## config.mk

```make
export PLATFORM = sky130hd
export DESIGN_NAME = frame_dump_ctrl
export DESIGN_NICKNAME = d
export VERILOG_FILES = /design/src/rtl/frame_dump_ctrl_pkg.sv /design/src/rtl/btn_debounce.sv /design/src/rtl/frame_dump_ctrl.sv
export SDC_FILE = /design/constraint.sdc
export NUM_CORES = 1
export LEC_CHECK = 0
export BUFFER_PORTS_ARGS = -buffer_cell sky130_fd_sc_hd__clkbuf_2
export CELL_PAD_IN_SITES_DETAIL_PLACEMENT = 2
export CELL_PAD_IN_SITES_GLOBAL_PLACEMENT = 2
export CORE_MARGIN = 2
export CORE_UTILIZATION = 37
export CTS_CLUSTER_SIZE = 40
export DETAILED_ROUTE_END_ITERATION = 8
export GPL_TIMING_DRIVEN = 0
export PLACE_DENSITY_LB_ADDON = 0.3
export RECOVER_POWER = 50
export SETUP_SLACK_MARGIN = 0.05
export SLEW_MARGIN = 40
export SYNTH_ARGS = -nofsm -noshare
export SYNTH_HDL_FRONTEND = slang
export SYNTH_SLANG_ARGS = --single-unit
```

## constraint.sdc

```tcl
create_clock -name sys_clk_i -period 7.2 [get_ports sys_clk_i]
set_clock_uncertainty 0.1 [all_clocks]
set_input_delay 0.36 -clock sys_clk_i [delete_from_list [all_inputs] [get_ports sys_clk_i]]
set_output_delay 0.36 -clock sys_clk_i [all_outputs]
set_load 0.05 [all_outputs]
```

## src/rtl/frame_dump_ctrl_pkg.sv

```systemverilog
// Shared constants for the frame-dump sequencer: FSM encodings, header length
// and the frame byte-count helper.
package frame_dump_ctrl_pkg;

    localparam logic [2:0] ST_IDLE  = 3'd0;
    localparam logic [2:0] ST_HDR   = 3'd1;
    localparam logic [2:0] ST_FETCH = 3'd2;
    localparam logic [2:0] ST_SEND  = 3'd3;
    localparam logic [2:0] ST_DONE  = 3'd4;

    localparam int HDR_LEN = 3;

    function automatic int frame_bytes(input int cols, input int rows,
                                       input int word_bytes, input int send_header);
        return HDR_LEN * send_header + cols * rows * word_bytes;
    endfunction

endpackage

```

## src/rtl/btn_debounce.sv

```systemverilog
// Push-button debouncer: 2-flop synchroniser plus saturating release counter.
// pressed_o is high on the first synchronised-high cycle after a full release period.
module btn_debounce #(
    parameter int DEBOUNCE_BITS = 14
) (
    input  logic clk_i,
    input  logic rst_i,
    input  logic btn_i,
    output logic pressed_o
);

    logic [1:0]               sync_q;
    logic [DEBOUNCE_BITS-1:0] cnt_q;
    logic [DEBOUNCE_BITS-1:0] cnt_d;

    always_comb begin
        cnt_d = cnt_q;
        if (sync_q[1]) begin
            cnt_d = '0;
        end else if (!(&cnt_q)) begin
            cnt_d = cnt_q + DEBOUNCE_BITS'(1);
        end
    end

    always_ff @(posedge clk_i or posedge rst_i) begin
        if (rst_i) begin
            sync_q <= '0;
            cnt_q  <= '0;
        end else begin
            sync_q <= {sync_q[0], btn_i};
            cnt_q  <= cnt_d;
        end
    end

    // The counter clears on the cycle after the press is seen, so one press yields one pulse.
    assign pressed_o = sync_q[1] & (&cnt_q);

endmodule

```

## src/rtl/frame_dump_ctrl.sv

```systemverilog
// Frame-dump sequencer: walks a COLS x ROWS word buffer and streams each word
// MSB-byte-first to the UART, one byte per send_ok, optionally behind a 3-byte header.
module frame_dump_ctrl
    import frame_dump_ctrl_pkg::*;
#(
    parameter int         COLS          = 40,
    parameter int         ROWS          = 30,
    parameter int         WORD_BYTES    = 4,
    parameter int         X_BITS        = 6,
    parameter int         Y_BITS        = 5,
    parameter int         HOLDOFF_BITS  = 13,
    parameter int         DEBOUNCE_BITS = 14,
    parameter logic [7:0] SYNC_BYTE     = 8'hA5,
    parameter int         SEND_HEADER   = 1
) (
    input  logic                    sys_clk_i,
    input  logic                    areset,
    input  logic                    trig_btn,
    input  logic                    continuous,
    input  logic                    abort,
    output logic [X_BITS-1:0]       read_x,
    output logic [Y_BITS-1:0]       read_y,
    input  logic [8*WORD_BYTES-1:0] read_q,
    input  logic                    uart_busy,
    output logic                    uart_write,
    output logic [7:0]              uart_data,
    output logic                    busy,
    output logic                    frame_done
);

    localparam int WORD_W = 8 * WORD_BYTES;

    logic [2:0]              state_q, state_d;
    logic [X_BITS-1:0]       x_q, x_d;
    logic [Y_BITS-1:0]       y_q, y_d;
    logic [2:0]              bidx_q, bidx_d;
    logic                    fetch_wait_q, fetch_wait_d;
    logic [WORD_W-1:0]       shreg_q, shreg_d;
    logic                    wr_q, wr_d;
    logic [7:0]              data_q, data_d;
    logic                    done_q, done_d;
    logic [HOLDOFF_BITS-1:0] hold_q, hold_d;

    logic       trig_pressed;
    logic       send_ok;
    logic       last_x;
    logic       last_word;
    logic [2:0] start_state;
    logic [7:0] hdr_byte;

    btn_debounce #(
        .DEBOUNCE_BITS(DEBOUNCE_BITS)
    ) u_btn_debounce (
        .clk_i    (sys_clk_i),
        .rst_i    (areset),
        .btn_i    (trig_btn),
        .pressed_o(trig_pressed)
    );

    always_comb begin
        hold_d = hold_q;
        if (uart_busy) begin
            hold_d = '0;
        end else if (!(&hold_q)) begin
            hold_d = hold_q + HOLDOFF_BITS'(1);
        end
    end

    assign send_ok     = (&hold_q) & ~uart_busy & ~wr_q;
    assign last_x      = (x_q == X_BITS'(COLS - 1));
    assign last_word   = last_x && (y_q == Y_BITS'(ROWS - 1));
    assign start_state = (SEND_HEADER != 0) ? ST_HDR : ST_FETCH;

    always_comb begin
        case (bidx_q)
            3'd0:    hdr_byte = SYNC_BYTE;
            3'd1:    hdr_byte = 8'(COLS);
            default: hdr_byte = 8'(ROWS);
        endcase
    end

    always_comb begin
        state_d      = state_q;
        x_d          = x_q;
        y_d          = y_q;
        bidx_d       = bidx_q;
        fetch_wait_d = fetch_wait_q;
        shreg_d      = shreg_q;
        wr_d         = 1'b0;
        data_d       = data_q;
        done_d       = 1'b0;

        // Abort beats both send_ok and the DONE restart; a strobe already on the wire finishes.
        if (abort && (state_q != ST_IDLE)) begin
            state_d      = ST_IDLE;
            x_d          = '0;
            y_d          = '0;
            bidx_d       = '0;
            fetch_wait_d = 1'b0;
        end else begin
            case (state_q)
                ST_IDLE: begin
                    if (trig_pressed) begin
                        state_d      = start_state;
                        x_d          = '0;
                        y_d          = '0;
                        bidx_d       = '0;
                        fetch_wait_d = 1'b0;
                    end
                end
                ST_HDR: begin
                    if (send_ok) begin
                        wr_d   = 1'b1;
                        data_d = hdr_byte;
                        if (bidx_q == 3'(HDR_LEN - 1)) begin
                            bidx_d  = '0;
                            state_d = ST_FETCH;
                        end else begin
                            bidx_d = bidx_q + 3'd1;
                        end
                    end
                end
                ST_FETCH: begin
                    // First cycle lets the registered buffer catch up with the new address.
                    if (!fetch_wait_q) begin
                        fetch_wait_d = 1'b1;
                    end else begin
                        fetch_wait_d = 1'b0;
                        shreg_d      = read_q;
                        state_d      = ST_SEND;
                    end
                end
                ST_SEND: begin
                    if (send_ok) begin
                        wr_d    = 1'b1;
                        data_d  = shreg_q[WORD_W-1 -: 8];
                        shreg_d = shreg_q << 8;
                        if (bidx_q == 3'(WORD_BYTES - 1)) begin
                            bidx_d = '0;
                            if (last_word) begin
                                x_d     = '0;
                                y_d     = '0;
                                state_d = ST_DONE;
                            end else begin
                                if (last_x) begin
                                    x_d = '0;
                                    y_d = y_q + Y_BITS'(1);
                                end else begin
                                    x_d = x_q + X_BITS'(1);
                                end
                                state_d = ST_FETCH;
                            end
                        end else begin
                            bidx_d = bidx_q + 3'd1;
                        end
                    end
                end
                ST_DONE: begin
                    done_d       = 1'b1;
                    x_d          = '0;
                    y_d          = '0;
                    bidx_d       = '0;
                    fetch_wait_d = 1'b0;
                    state_d      = continuous ? start_state : ST_IDLE;
                end
                default: begin
                    state_d = ST_IDLE;
                end
            endcase
        end
    end

    always_ff @(posedge sys_clk_i or posedge areset) begin
        if (areset) begin
            state_q      <= ST_IDLE;
            x_q          <= '0;
            y_q          <= '0;
            bidx_q       <= '0;
            fetch_wait_q <= 1'b0;
            shreg_q      <= '0;
            wr_q         <= 1'b0;
            data_q       <= '0;
            done_q       <= 1'b0;
            hold_q       <= '0;
        end else begin
            state_q      <= state_d;
            x_q          <= x_d;
            y_q          <= y_d;
            bidx_q       <= bidx_d;
            fetch_wait_q <= fetch_wait_d;
            shreg_q      <= shreg_d;
            wr_q         <= wr_d;
            data_q       <= data_d;
            done_q       <= done_d;
            hold_q       <= hold_d;
        end
    end

    assign read_x     = x_q;
    assign read_y     = y_q;
    assign uart_write = wr_q;
    assign uart_data  = data_q;
    assign busy       = (state_q != ST_IDLE);
    assign frame_done = done_q;

endmodule

```

==> results of run 1 <==
==> path summary, 6_finish.rpt <==
| path | from | to | slack (ns) | depth (start not counted) |
|---|---|---|---|---|
| max | areset | uart_data[3]$_DFFE_PP0P_ | 2.90 | 4 |
| min | trig_btn | u_btn_debounce.sync_q[0]$_DFF_PP0_ | 0.01 | 1 |
| max reg2reg | hold_q[0]$_DFFE_PP0P_ | read_x[3]$_DFFE_PP0P_ | 4.58 | 7 |
| min reg2reg | u_btn_debounce.sync_q[0]$_DFF_PP0_ | u_btn_debounce.sync_q[1]$_DFF_PP0_ | 0.26 | 0 |
| max in group sys_clk_i | hold_q[0]$_DFFE_PP0P_ | read_x[3]$_DFFE_PP0P_ | 4.58 | 7 |
| min in group asynchronous | areset | shreg_q[6]$_DFFE_PP0P_ | 0.97 | 3 |
==> per-stage QoR <==
| step | std cells | area (um^2) | power (mW) |
|---|---|---|---|
| finish | 692 | 5182 | 1.084 |
| global route | 692 | 5182 | 1.119 |
| detailed placement | 675 | 4876 | 0.5721 |
| global placement | 674 | 4843 | 0.5669 |
| floorplan | 474 | 4379 | 0.5477 |
| CTS | 692 | 5216 | 1.101 |
==> worst max-delay path: stages <==
cell	delay, ns
dlygate4sd3_1	0.53
clkbuf_2	0.11
clkinvlp_2	1.16
clkbuf_1	1.90
==> power groups by stage <==
stage / clock (mW) / sequential (mW) / combinational, mW
after detailed placement: 0 / 0.519 / 0.0530
after global placement: 0 / 0.519 / 0.0483
after CTS: 0.537 / 0.510 / 0.0542
after global routing: 0.552 / 0.510 / 0.0562
final: 0.524 / 0.510 / 0.0497
after floorplan: 0 / 0.526 / 0.0215
==> synth_stat cells (all sizes together) (2+ instances only) <==
cell type / n / area share, %
mux2i: 3 / 0.69
nor3: 9 / 1.0
nor4: 3 / 0.43
or3: 5 / 0.71
inv: 12 / 1.0
nand2b: 3 / 0.43
a22oi: 4 / 0.69
xor2: 18 / 3.6
xnor2: 2 / 0.40
dfrtp: 89 / 51
o31ai: 4 / 0.69
nand3: 20 / 2.3
o21ai: 24 / 2.7
a21oi: 9 / 1.1
and2: 3 / 0.43
buf: 9 / 1.5
nor2: 62 / 5.3
a41o: 3 / 0.69
a31oi: 27 / 3.9
and3: 9 / 1.3
clkbuf: 15 / 1.3
o22ai: 2 / 0.29
nand3b: 2 / 0.34
a22o: 8 / 1.6
a21o: 4 / 0.69
o21a: 4 / 0.69
and4: 2 / 0.40
nand4: 13 / 2.2
ha: 11 / 3.1
nand2: 82 / 7.0
==> metal layers <==
metal | global-route usage [%] | wire length, um | share of wire [%]
met4 | 8.537 | 254 | 2.0
met1 | 27.21 | 5716 | 44
met5 | 0 | 0 | 0
met2 | 38.08 | 6624 | 51
met3 | 2.999 | 340 | 2.6
==> area by class of cell <==
| class | instances | area [um^2] |
|---|---|---|
| fill | 1273 | 6285 |
| sequential | 89 | 2227 |
| multi-input combinational | 349 | 1991 |
| timing repair buffer | 59 | 287.8 |
| clock buffer | 11 | 252.7 |
| tap | 143 | 178.9 |
| buffer | 24 | 121.4 |
| clock inverter | 5 | 77.57 |
| inverter | 12 | 46.29 |
==> state kept, by name (all words and copies together) (netlist names) <==
register               count
frame_done                 1
hold_q                    13
state_q                    3
shreg_q                   32
fetch_wait_q               1
read_y                     5
uart_data                  8
read_x                     6
uart_write                 1
bidx_q                     3
u_btn_debounce.cnt_q      14
u_btn_debounce.sync_q      2
==> repair_timing <==
| action | in CTS | in global routing |
|---|---|---|
| endpoints found under the hold margin | 43 | 0 |
| endpoints found under the setup margin | 0 | 0 |
| hold buffers | 1 | 0 |
==> kinds of logic after synthesis <==
family / count (synthesis) / synth area share [%]
compound gates: 95 / 14.14
xor+xnor: 20 / 4.000
fa+ha+maj: 11 / 3.143
buf+inv: 36 / 3.800
flops: 89 / 50.86
mux: 4 / 0.9429
simple gates: 219 / 23.11
==> reports/qor.txt, run 1 <==
Synth Cell Area = 4379 um^2
Syn avg cell area = 9.239 um^2
Flops & latches, synth = 89
Sw power = 0.2417 mW
Ant. Diodes = 0
Worst-margin pin slew = 2.576 ns
Clock sinks = 89
Failing checks = max-capacitance violations, max-slew violations
Switching Share = 22.30%
Crit start category = primary input
Fin Setup TNS = 0 ns
Pin count of the biggest net entering global routing = 47
CP Class = in2async
CTS tree = built
DRT antenna net count = 0
Critical Path End Type = async pin
Pre-CTS setup slack = 4.672 ns
Register area share after synthesis = 50.86%
Final Routed Wirelength = 12,940 um
Hold Slack = 0.01479 ns
Reg clk slew, reported paths = 0.06 ns
Most common cell after layout, fill and taps aside = dfrtp_1
Critical Path RT = 7.01 ns
EDFF count, synth = 0
Area growth syn-to-layout = 18.34%
Core ar. = 11,470 um^2
TritonCTS Buffers = 9
Placed wire-length estimate = 9092 um
Final setup fails = 0
Internal cell power = 0.8422 mW
Htree depth = 3
Unrepaired setup endpoints after global routing = false
I/O pin count = 60
Peak Freq = 232.4 MHz
Synth Warn # = 0
Vias per inst = 5.542
Post-synth top flop = dfrtp_1
Post-CTS setup repair buffer count = 0
Share of cells above drive strength 1 = 14.21%
Slew HR = -71.76%
Most frequent cells in the layout = dfrtp_1 (89), nand2_1 (82), nor2_1 (62)
Syn Inst Count = 474
Final Net Count = 593
Die height = 112.8 um
Port Buffer Count = 57
Clk buf depth = 2
Max-Cap Viols = 2
First-pass GRT wire length = 21,950 um
Grt total ovfl = 0
Die area = 12,720 um^2
Post-synthesis async set-or-reset flop share = 100.0%
Die W = 112.8 um
Leakage = 2.498 nW
Sequential share of power = 47.0%
Vias in the first global route = 4,229
Final Cycle Share = 59.76%
Yosys cell types = 48
Max-slew violations = 92
Via count = 3,835
Final core utilization = 45.19%
Tightest Hold Check Type = in2reg
DRC Markers = 0
Fin worst setup slack = 2.897 ns
Root Buffer = clkbuf_16
Comb pwr share = 4.6%
GPL Wtd Cong = 0.7596
Worst-path maximum fanout = 46
Final Critical Period = 4.303 ns
Post-CTS Resized = 0
Starting Density = 38.19%
Outcome = finished with violations
Worst-Skew Late Latency = 0.35 ns
IR drop worst, VDD = 0.0001406 V
Initial antenna violation count = 0
Endpoints failing hold = 0
Power Density = 209.1 nW/um^2
Std cell rows = 39
WL/cell = 18.69 um
Syn nets = 523
Worst Path Arrival = 4.11 ns
Initial DRT Pass Iterations = 4
Power share of the clock group = 48.4%
DRT iter0 DRCs = 152
GRT Overall Usage = 21.75%
Note: power is estimated with default switching activity, not from simulation.
==> run 2: changes to the inputs <==
--- a/config.mk
+++ b/config.mk
@@ -5,11 +5,12 @@
 export SDC_FILE = /design/constraint.sdc
 export NUM_CORES = 1
 export LEC_CHECK = 0
+export ABC_AREA = 1
 export BUFFER_PORTS_ARGS = -buffer_cell sky130_fd_sc_hd__clkbuf_2
 export CELL_PAD_IN_SITES_DETAIL_PLACEMENT = 2
 export CELL_PAD_IN_SITES_GLOBAL_PLACEMENT = 2
 export CORE_MARGIN = 2
-export CORE_UTILIZATION = 37
+export CORE_UTILIZATION = 31
 export CTS_CLUSTER_SIZE = 40
 export DETAILED_ROUTE_END_ITERATION = 8
 export GPL_TIMING_DRIVEN = 0
==> constraint.sdc (replaced) <==
create_clock -name sys_clk_i -period 3.79 [get_ports sys_clk_i]
set_clock_uncertainty 0.1 [all_clocks]
set_input_delay 0.1895 -clock sys_clk_i [delete_from_list [all_inputs] [get_ports sys_clk_i]]
set_output_delay 0.1895 -clock sys_clk_i [all_outputs]
set_load 0.05 [all_outputs]
==> reports/qor.txt, run 2 <==
Initial antenna violation count = 0 (unchanged)
Cell family with most CP delay = simple AND/OR/NAND/NOR gates
Slew HR = 3.466% (+75 points)
Yosys cell types = 39 (-19%)
Die W = 126.8 um (+12%)
Core ar. = 14,640 um^2 (+28%)
Max-slew violations = 0 (-100%)
Area growth syn-to-layout = 18.62%
Placed wire-length estimate = 10,580 um (+16%)
Power Density = 585.9 nW/um^2 (+180%)
DRC Markers = 0 (unchanged)
Final Critical Period = 2.455 ns
Pin count of the biggest net entering global routing = 62 (+32%)
Leakage = 2.699 nW (+8.0%)
Syn nets = 644 (+23%)
Htree depth = 3 (unchanged)
Crit-path most repeated cell = nand2_1
Die area = 16,080 um^2 (+26%)
Tightest Hold Check Type = in2reg
Final Routed Wirelength = 14,120 um (+9.2%)
Flops & latches, synth = 89 (unchanged)
Std cell rows = 44 (+13%)
Die height = 126.8 um (+12%)
EDFF count, synth = 0 (unchanged)
CTS tree = built
Top post-synthesis cells by count = nand2_1 (144), dfrtp_1 (89), inv_1 (80), o21ai_0 (64), nor2_1 (51)
Synth Cell Area = 4676 um^2 (+6.8%)
Peak Freq = 407.4 MHz
Final core utilization = 37.88% (-7.3 points)
Port Buffer Count = 58 (+1.8%)
IR drop worst, VDD = 0.0002538 V (+81%)
GRT Overall Usage = 18.64% (-3.1 points)
Post-synth top flop = dfrtp_1
Max-Cap Viols = 0 (-2)
Max reg flops = 32 (unchanged)
Total Power = 3.250 mW (+200%)
Worst-Skew Late Latency = 0.35 ns (about the same)
Final setup fails = 0 (unchanged)
Worst Path Arrival = 2.59 ns (-1.52 ns)
Endpoints failing hold = 0 (unchanged)
Crit start category = flip-flop
Syn Inst Count = 595 (+26%)
Worst-margin pin slew = 1.440 ns (-1.136 ns)
Vias per inst = 5.003 (-9.7%)
TritonCTS Buffers = 9 (unchanged)
Grt total ovfl = 0 (unchanged)
Worst-path maximum fanout = 10 (-78%)
Crit path buf inv count = 1 (-3)
Final Net Count = 720 (+21%)
CP max stage cell = dfrtp_1
Clock sinks = 89 (unchanged)
GPL Wtd Cong = 0.7584 (-0.16%)
I/O pin count = 60 (unchanged)
Ant. Diodes = 0 (unchanged)
Outcome = finished clean
Regs by FF count = shreg_q (32), u_btn_debounce.cnt_q (14), hold_q (13)
Final Cycle Share = 64.77%
Top cells by area, synth = dfrtp_1 (48%), nand2_1 (12%), o21ai_0 (6.9%), inv_1 (6.4%), nor2_1 (4.1%)
Reg clk slew, reported paths = 0.07 ns (about the same)
Critical Path End Type = flip-flop
Post-CTS Resized = 0 (unchanged)
Initial DRT Pass Iterations = 4 (unchanged)
Post-CTS setup repair buffer count = 0 (unchanged)
Clk buf depth = 2 (unchanged)
Vias in the first global route = 4,890 (+16%)
Top-count cell post-synth = nand2_1
Synth Warn # = 0 (unchanged)
Most common cell after layout, fill and taps aside = nand2_1
CP Class = reg2reg
Syn avg cell area = 7.858 um^2 (-15%)
Critical Path RT = 3.93 ns (-3.08 ns)
CP peak stage delay = 0.40 ns (-1.50 ns)
Most frequent cells in the layout = nand2_1 (144), dfrtp_1 (89), inv_1 (79)
Root Buffer = clkbuf_16
First-pass GRT wire length = 24,140 um (+10%)
Starting Density = 31.93% (-6.3 points)
CP Cell Sequence = ha_1 > nand2_1 > nor2_1 > nand2_1 > nor2_2 > nand2_1 > nand2_1 > buf_4 > nand3_1 > nand2_1 > nand2_1
Unrepaired setup endpoints after global routing = false
Post-synth top area cell = dfrtp_1
Register area share after synthesis = 47.63% (-3.2 points)
Post-synthesis async set-or-reset flop share = 100.0% (unchanged)
Via count = 4,303 (+12%)
WL/cell = 16.42 um (-12%)
DRT iter0 DRCs = 118 (-22%)
DRT antenna net count = 0 (unchanged)
Reg with most FFs = shreg_q
Share of cells above drive strength 1 = 13.61% (-0.60 points)
Yosys top cell area share = 47.63% (-3.2 points)
## run 2: cell types whose count changed after synthesis, sizes merged, moves of 5 or more
cell,change
nand2,+65
a21oi,+10
or3,-5
xor2,-11
o21ai,+60
a31oi,-20
inv,+69
nand3,+18
clkbuf,-9
nor2,-6
and3,-6
a22o,-8
## run 2: cell type report
cell class	count	area [um^2]
Fill cell	1720	9097
Sequential cell	89	2227
Multi-Input combinational cell	407	2033
Timing Repair Buffer	65	365.4
Inverter	82	309.0
Clock buffer	11	242.7
Tap cell	184	230.2
Buffer	17	107.6
Clock inverter	5	31.28
## run 2: metrics by stage
step | worst slack, ns | cell area, um^2 | hold slack, ns | instances | TNS [ns]
2_1_floorplan | 1.194 | 4676 | 0.1209 | 595 | 0
3_3_place_gp | -0.1449 | 5196 | 0.2019 | 837 | -12.13
3_5_place_dp | 1.245 | 5231 | 0.06998 | 838 | 0
4_1_cts | 1.237 | 5565 | 0.0003405 | 860 | 0
5_1_grt | 1.027 | 5547 | 0.02519 | 860 | 0
6_report | 1.335 | 5547 | 0.01279 | 860 | 0
## run 2: kinds of logic after synthesis
family	synth area share [%]
simple gates	25.10
compound gates	13.94
buf+inv	8.884
flops	47.63
fa+ha+maj	2.943
xor+xnor	1.499
## run 2: routing by layer
metal / vias up / global-route usage, % / routed length [um]
li1: 2075 / - / -
met1: 2154 / 23.52 / 6456
met2: 61 / 32.61 / 7095
met3: 13 / 3.543 / 386
met4: 0 / 5.301 / 182
met5: - / 0 / 0
## run 2: tightest hold or removal path: stages
cell	delay [ns]
clkbuf_2	0.08
nand3_1	0.07
o21ai_0	0.09
## run 2: final timing paths
check | slack [ns] | startpoint | to | depth (start not counted)
setup / recovery | 1.34 | u_btn_debounce.cnt_q[0]$_DFFE_PP0P_ | read_x[4]$_DFFE_PP0P_ | 11
hold / removal | 0.01 | read_q[7] | shreg_q[7]$_DFFE_PP0P_ | 3
setup reg to reg | 1.34 | u_btn_debounce.cnt_q[0]$_DFFE_PP0P_ | read_x[4]$_DFFE_PP0P_ | 11
hold reg to reg | 0.26 | u_btn_debounce.sync_q[0]$_DFF_PP0_ | u_btn_debounce.sync_q[1]$_DFF_PP0_ | 0
max in group asynchronous | 2.12 | areset | read_x[5]$_DFFE_PP0P_ | 4
min in group asynchronous | 0.60 | areset | hold_q[5]$_DFFE_PP0P_ | 3
## run 2: power by group
group | leakage, nW | internal [mW] | switching, mW
clock network | 0.135 | 0.461 | 0.388
registers | 1.17 | 1.15 | 0.103
logic | 1.40 | 0.339 | 0.805
total | 2.70 | 1.95 | 1.30
## run 2: what timing repair did
action	4_1_cts	5_1_grt
setup endpoints to repair	0	0
hold buffers	6	0
hold endpoints to repair	33	0
